**src/rtl/kbd_scan.sv**
```systemverilog
// -----------------------------------------------------------------------------
// kbd_scan : 4x4 matrix keypad scanner with press/release debounce.
//
// Columns are driven active-low one at a time.  When exactly one row reads low
// the column is frozen and the row pattern must stay stable for
// DEBOUNCE_CYCLES cycles before the key is accepted.  Acceptance produces a
// one-cycle num (digit) or op (non-digit) pulse and updates key_code.  The key
// must then read fully released for DEBOUNCE_CYCLES cycles before scanning
// resumes, so a second key pressed in the meantime is ignored.
//
// Optional feature macro: KBD_AUTOREPEAT_EN
//   When defined, a held key re-pulses num/op every REPEAT_CYCLES cycles.
//
// Parameters
//   SCAN_DIV        cycles each column is driven while scanning
//   DEBOUNCE_CYCLES stable cycles required for press and for release
//   REPEAT_CYCLES   auto-repeat period (KBD_AUTOREPEAT_EN only)
//
// Ports
//   clk       in   system clock, rising edge
//   rst_n     in   asynchronous active-low reset
//   row_in    in   [3:0] keypad rows, active-low, asynchronous to clk
//   col_out   out  [3:0] keypad columns, active-low one-cold
//   num       out  one-cycle pulse, digit key 0-9 accepted
//   op        out  one-cycle pulse, non-digit key accepted
//   key_code  out  [3:0] code of last accepted key
// -----------------------------------------------------------------------------
module kbd_scan #(
   parameter int SCAN_DIV        = 1000,
   parameter int DEBOUNCE_CYCLES = 20000,
   parameter int REPEAT_CYCLES   = 5000000
) (
   input  logic       clk,
   input  logic       rst_n,
   input  logic [3:0] row_in,
   output logic [3:0] col_out,
   output logic       num,
   output logic       op,
   output logic [3:0] key_code
);

   // One shared width covers both the scan divider and the debounce counter.
   localparam int CNT_MAX = (DEBOUNCE_CYCLES > SCAN_DIV) ? DEBOUNCE_CYCLES : SCAN_DIV;
   localparam int CNT_W   = $clog2(CNT_MAX + 1);
   localparam logic [CNT_W-1:0] SCAN_LAST = CNT_W'(SCAN_DIV - 1);
   localparam logic [CNT_W-1:0] DEB_LAST  = CNT_W'(DEBOUNCE_CYCLES - 1);
   localparam logic [CNT_W-1:0] CNT_ONE   = CNT_W'(1);
   localparam logic [CNT_W-1:0] CNT_ZERO  = CNT_W'(0);

`ifdef KBD_AUTOREPEAT_EN
   localparam int REP_W = $clog2(REPEAT_CYCLES + 1);
   localparam logic [REP_W-1:0] REP_LAST = REP_W'(REPEAT_CYCLES - 1);
   localparam logic [REP_W-1:0] REP_ONE  = REP_W'(1);
   localparam logic [REP_W-1:0] REP_ZERO = REP_W'(0);
`endif

   typedef enum logic [1:0] {
      SCAN      = 2'd0,
      DEB_PRESS = 2'd1,
      HELD      = 2'd2,
      DEB_REL   = 2'd3
   } state_t;

   // True when exactly one row is pulled low.
   function automatic logic one_low(input logic [3:0] rows);
      logic hit;
      case (rows)
         4'b1110, 4'b1101, 4'b1011, 4'b0111: hit = 1'b1;
         default:                            hit = 1'b0;
      endcase
      return hit;
   endfunction

   // Index of the single low bit in a one-cold vector.
   function automatic logic [1:0] cold_idx(input logic [3:0] v);
      logic [1:0] idx;
      case (v)
         4'b1110: idx = 2'd0;
         4'b1101: idx = 2'd1;
         4'b1011: idx = 2'd2;
         4'b0111: idx = 2'd3;
         default: idx = 2'd0;
      endcase
      return idx;
   endfunction

   // Keypad legend: {row, col} -> key code (* = 0xE, # = 0xF).
   function automatic logic [3:0] key_lookup(input logic [1:0] r, input logic [1:0] c);
      logic [3:0] code;
      case ({r, c})
         4'h0: code = 4'h1;
         4'h1: code = 4'h2;
         4'h2: code = 4'h3;
         4'h3: code = 4'hA;
         4'h4: code = 4'h4;
         4'h5: code = 4'h5;
         4'h6: code = 4'h6;
         4'h7: code = 4'hB;
         4'h8: code = 4'h7;
         4'h9: code = 4'h8;
         4'hA: code = 4'h9;
         4'hB: code = 4'hC;
         4'hC: code = 4'hE;
         4'hD: code = 4'h0;
         4'hE: code = 4'hF;
         4'hF: code = 4'hD;
         default: code = 4'h0;
      endcase
      return code;
   endfunction

   logic [3:0]       row_meta_r;
   logic [3:0]       rows_s;
   state_t           state_r,    state_s;
   logic [3:0]       col_r,      col_s;
   logic [CNT_W-1:0] scan_cnt_r, scan_cnt_s;
   logic [CNT_W-1:0] deb_cnt_r,  deb_cnt_s;
   logic [3:0]       row_lat_r,  row_lat_s;
   logic [3:0]       key_code_r, key_code_s;
   logic             num_r,      num_s;
   logic             op_r,       op_s;
   logic             fire_s;
   logic [3:0]       code_s;
`ifdef KBD_AUTOREPEAT_EN
   logic [REP_W-1:0] rep_cnt_r,  rep_cnt_s;
`endif

   // Two-flop row synchronizer; idle level is all rows high.
   always_ff @(posedge clk or negedge rst_n) begin
      if (!rst_n) begin
         row_meta_r <= 4'b1111;
         rows_s     <= 4'b1111;
      end else begin
         row_meta_r <= row_in;
         rows_s     <= row_meta_r;
      end
   end

   // Next-state, counter and output decode for the scan/debounce FSM.
   always_comb begin
      state_s    = state_r;
      col_s      = col_r;
      scan_cnt_s = scan_cnt_r;
      deb_cnt_s  = deb_cnt_r;
      row_lat_s  = row_lat_r;
      key_code_s = key_code_r;
      fire_s     = 1'b0;
      code_s     = key_lookup(cold_idx(row_lat_r), cold_idx(col_r));
`ifdef KBD_AUTOREPEAT_EN
      rep_cnt_s  = REP_ZERO;
`endif

      case (state_r)
         SCAN: begin
            if (one_low(rows_s)) begin
               state_s    = DEB_PRESS;
               row_lat_s  = rows_s;
               deb_cnt_s  = CNT_ZERO;
               scan_cnt_s = CNT_ZERO;
            end else if (scan_cnt_r == SCAN_LAST) begin
               col_s      = {col_r[2:0], col_r[3]};
               scan_cnt_s = CNT_ZERO;
            end else begin
               scan_cnt_s = scan_cnt_r + CNT_ONE;
            end
         end

         DEB_PRESS: begin
            if (rows_s != row_lat_r) begin
               // Bounce: resume scanning from the frozen column.
               state_s   = SCAN;
               deb_cnt_s = CNT_ZERO;
            end else if (deb_cnt_r == DEB_LAST) begin
               state_s    = HELD;
               deb_cnt_s  = CNT_ZERO;
               key_code_s = code_s;
               fire_s     = 1'b1;
            end else begin
               deb_cnt_s = deb_cnt_r + CNT_ONE;
            end
         end

         HELD: begin
            if (rows_s == 4'b1111) begin
               state_s   = DEB_REL;
               deb_cnt_s = CNT_ZERO;
            end else begin
`ifdef KBD_AUTOREPEAT_EN
               if (rep_cnt_r == REP_LAST) begin
                  fire_s    = 1'b1;
                  rep_cnt_s = REP_ZERO;
               end else begin
                  rep_cnt_s = rep_cnt_r + REP_ONE;
               end
`else
               state_s = HELD;
`endif
            end
         end

         DEB_REL: begin
            if (rows_s != 4'b1111) begin
               state_s   = HELD;
               deb_cnt_s = CNT_ZERO;
            end else if (deb_cnt_r == DEB_LAST) begin
               state_s    = SCAN;
               deb_cnt_s  = CNT_ZERO;
               scan_cnt_s = CNT_ZERO;
            end else begin
               deb_cnt_s = deb_cnt_r + CNT_ONE;
            end
         end

         default: begin
            state_s    = SCAN;
            col_s      = 4'b1110;
            scan_cnt_s = CNT_ZERO;
            deb_cnt_s  = CNT_ZERO;
         end
      endcase

      // Codes 0x0-0x9 are digits, everything above is an operator key.
      num_s = fire_s & (code_s <= 4'h9);
      op_s  = fire_s & (code_s >  4'h9);
   end

   // FSM state, counters and registered outputs.
   always_ff @(posedge clk or negedge rst_n) begin
      if (!rst_n) begin
         state_r    <= SCAN;
         col_r      <= 4'b1110;
         scan_cnt_r <= CNT_ZERO;
         deb_cnt_r  <= CNT_ZERO;
         row_lat_r  <= 4'b1111;
         key_code_r <= 4'h0;
         num_r      <= 1'b0;
         op_r       <= 1'b0;
`ifdef KBD_AUTOREPEAT_EN
         rep_cnt_r  <= REP_ZERO;
`endif
      end else begin
         state_r    <= state_s;
         col_r      <= col_s;
         scan_cnt_r <= scan_cnt_s;
         deb_cnt_r  <= deb_cnt_s;
         row_lat_r  <= row_lat_s;
         key_code_r <= key_code_s;
         num_r      <= num_s;
         op_r       <= op_s;
`ifdef KBD_AUTOREPEAT_EN
         rep_cnt_r  <= rep_cnt_s;
`endif
      end
   end

   assign col_out  = col_r;
   assign num      = num_r;
   assign op       = op_r;
   assign key_code = key_code_r;

endmodule

```
**config.mk**
```make
export PLATFORM = sky130hd
export DESIGN_NAME = kbd_scan
export DESIGN_NICKNAME = d
export VERILOG_FILES = /design/src/rtl/kbd_scan.sv
export SDC_FILE = /design/constraint.sdc
export NUM_CORES = 1
export LEC_CHECK = 0
export BUFFER_PORTS_ARGS = -buffer_cell sky130_fd_sc_hd__buf_2
export CAP_MARGIN = 40
export CORE_ASPECT_RATIO = 1.75
export CORE_UTILIZATION = 40
export DETAILED_ROUTE_END_ITERATION = 12
export GPL_TIMING_DRIVEN = 0
export PLACE_DENSITY_LB_ADDON = 0.1
export SKIP_CTS_REPAIR_TIMING = 1
export SYNTH_ARGS = -nofsm -noshare
export SYNTH_HDL_FRONTEND = slang
export SYNTH_SLANG_ARGS = --single-unit
export TNS_END_PERCENT = 10
```
**constraint.sdc**
```tcl
create_clock -name clk -period 4 [get_ports clk]
set_clock_uncertainty 0.2 [all_clocks]
set_input_delay 0.8 -clock clk [delete_from_list [all_inputs] [get_ports clk]]
set_output_delay 0.8 -clock clk [all_outputs]
set_load 0.01 [all_outputs]
```
==> results.ini <==
[routing]
wire_per_inst_um=15.8
drtIter0Drc=128
drc_errors=0
num_vias=2515
wirelength_um=6850
viasPerCell=5.79
drt_pass1_iterations=4
final_antenna_net_count=0

[grt]
grt_overflow=0
grt_pass1_vias=2493
grt_usage_pct=18.3
grt_max_degree=36
grt_pass1_wl_um=12100
antenna_found_initial=0

[timing]
setup_tns_ns=0
setup_viol=0
fmax_mhz=361
maxSlewViolCount=0
finalCritPeriodShare_pct=69.2
hold_violations=0
rsz0062_at_grt=false
worstMarginPinSlew_ns=0.693
period_minus_slack_ns=2.77
slew_headroom_pct=53.6
worst_slack_ns=1.23

[critical_path]
r2r_end=num$_DFF_PN0_
cp-start-kind=register
worstPathMaxFanout=9
crit_arrival_ns=2.74
critPathRequiredTime_ns=3.97
ff2ff_setup_slack_ns=1.23
worst-r2r-cell-count=10
critPathKind=register to register
end_kind=register
r2r-start=col_out[3]$_DFFE_PN1P_

[hold_path]
hold_start=row_meta_r[0]$_DFF_PN1_
hold_depth=0
hold_end=rows_s[0]$_DFF_PN1_
hp-class=register to register

[clocking]
ctsRootBufferMaster=clkbuf_16
clock_latency_ns=0.30
cts_buffer_depth=2
cts.sinks=54
htree_levels=2
cts.clk_slew.worst_paths_ns=0.07
tritoncts=yes
cts_buffers=5

[die]
row_count=42
core_area_mm2=0.00757
dieArea_mm2=0.00824
start_util_pct=41.6
ioPinCount=16
die_height_um=119
die_w_um=69.0

[logic_synthesis]
yosys-top-cells-area=dfrtp_1, dfstp_2, mux2_2, nand3_1, nand2_1
synth_top_area_share_pct=31.0
synth-seq-cells=54
synthArstFlopShare_pct=100
synth_top_cell_by_area=dfrtp_1
ys_seq_area_share_pct=43.5
yosysWarnings=0
ys.flop_type=dfrtp_1
synth_edf_count=0
synth_commonest_cells=dfrtp_1, nand2_1, nand3_1, nor2_1, dfstp_2
syn_nets=332
ys_types=62
synthCells=322
syn_area_per_cell_um2=9.77
syn_area_mm2=0.00315
yosys.cell_count.top_type=dfrtp_1

[layout]
multi_input_area_mm2=0.00163
n_antenna_cell=0
register_area_mm2=0.00137
fin_nets=355
nFillCells=754
drive_above_1_share_pct=21.7
fin_area_mm2=0.00351
area_delta_synth_final_pct=11.7

[place]
io_buffers=15
post-place-ws_ns=1.25
routabilityCongestion=0.792
placed_area_mm2=0.00335
post-dp-hpwl_um=5080

[pwr]
power_density_mw_per_mm2=392
p_leak_uw=0.00154
peakVddDrop_mv=0.192

[job]
maxCapViolCount=0

[outcome]
status=complete, no violations

## where the power goes
part,total (uW),switching (uW),internal (uW)
registers,629,35.9,593
logic,263,151,112
clock network,487,191,296
## critical path, cell delays in order (launching register included)
cell	delay, ns
dfstp_2	0.52
buf_2	0.19
xor2_1	0.15
and3_1	0.19
inv_1	0.08
ha_1	0.28
or3b_2	0.43
o221ai_1	0.10
o211ai_1	0.21
o211ai_1	0.16
a21oi_1	0.13
## cells in the final DEF (no fill, tap or decap), drive strengths merged, types with 4 or more instances in the layout
cell,n
nor3,11
o31ai,6
nor2,17
buf,31
or3,7
and3,7
ha,4
inv,10
clkbuf,11
nand4,11
and4,4
nor4,5
a21oi,7
a21o,8
dfrtp,39
mux2,13
nor3b,5
nand2,27
xnor2,7
o22a,4
a22o,6
nor2b,4
o21ai,8
a31oi,5
mux2i,5
dfstp,15
nand3,24
## layer usage
| metal | up-vias | wire length, um | part of all wire [%] | global-route usage, % |
|---|---|---|---|---|
| met5 | - | 0 | 0 | 0 |
| met4 | 0 | 148 | 2.2 | 7.91 |
| met2 | 34 | 3750 | 55 | 33.7 |
| li1 | 1249 | - | - | - |
| met3 | 11 | 128 | 1.9 | 2.96 |
| met1 | 1221 | 2830 | 41 | 20.3 |
## stage by stage
step | hold slack [ns] | util [%] | std cells | power (uW)
after floorplan | 0.145 | - | 322 | 833
after global placement | 0.145 | 44.0 | 425 | 899
after detailed placement | 0.147 | 44.3 | 426 | 905
after CTS | 0.157 | 46.4 | 434 | 1400
after global routing | 0.163 | 46.4 | 434 | 1450
final | 0.156 | 46.4 | 434 | 1380
## cells by family (layout without fill, tap and decap cells)
family                     count (synthesis)  after routing  share of synthesized area (%)
muxes                                     18             18                           6.24
buffers and inverters                     29             53                           4.53
and+or+nand+nor                          141            141                           25.6
xor gates and xnor gates                  10             10                           2.78
adders and majority gates                  4              4                           1.59
AOI/OAI and AO/OA                         66             66                           15.7
DFF                                       54             54                           43.5
## worst max path at each step
| stage | cells past startpoint | from | to | slack [ns] |
|---|---|---|---|---|
| 2_1_floorplan | 10 | col_out[3]$_DFFE_PN1P_ | op$_DFF_PN0_ | 1.50 |
| 3_3_place_gp | 10 | col_out[3]$_DFFE_PN1P_ | num$_DFF_PN0_ | 1.25 |
| 3_5_place_dp | 10 | col_out[3]$_DFFE_PN1P_ | num$_DFF_PN0_ | 1.25 |
| 4_1_cts | 10 | col_out[3]$_DFFE_PN1P_ | num$_DFF_PN0_ | 1.24 |
| 5_1_grt | 10 | col_out[3]$_DFFE_PN1P_ | num$_DFF_PN0_ | 1.06 |
| 6_report | 10 | col_out[3]$_DFFE_PN1P_ | num$_DFF_PN0_ | 1.23 |
## flip-flops by register name, indices dropped and copies added (netlist names)
| name | flops |
|---|---|
| key_code | 4 |
| row_lat_r | 4 |
| row_meta_r | 4 |
| col_out | 4 |
| op | 1 |
| state_r | 2 |
| rows_s | 4 |
| scan_cnt_r | 15 |
| num | 1 |
| deb_cnt_r | 15 |
## final cells by class
class	count	share of cell area (%)
inverters	10	1.07
well taps	88	3.13
plain buffers	19	2.99
repair buffers	16	2.71
clock inverters	1	0.854
multi-input cells	239	46.5
flip-flops and latches	54	39.0
clock buffers	7	3.77
Power figures use the tool's default switching activity.
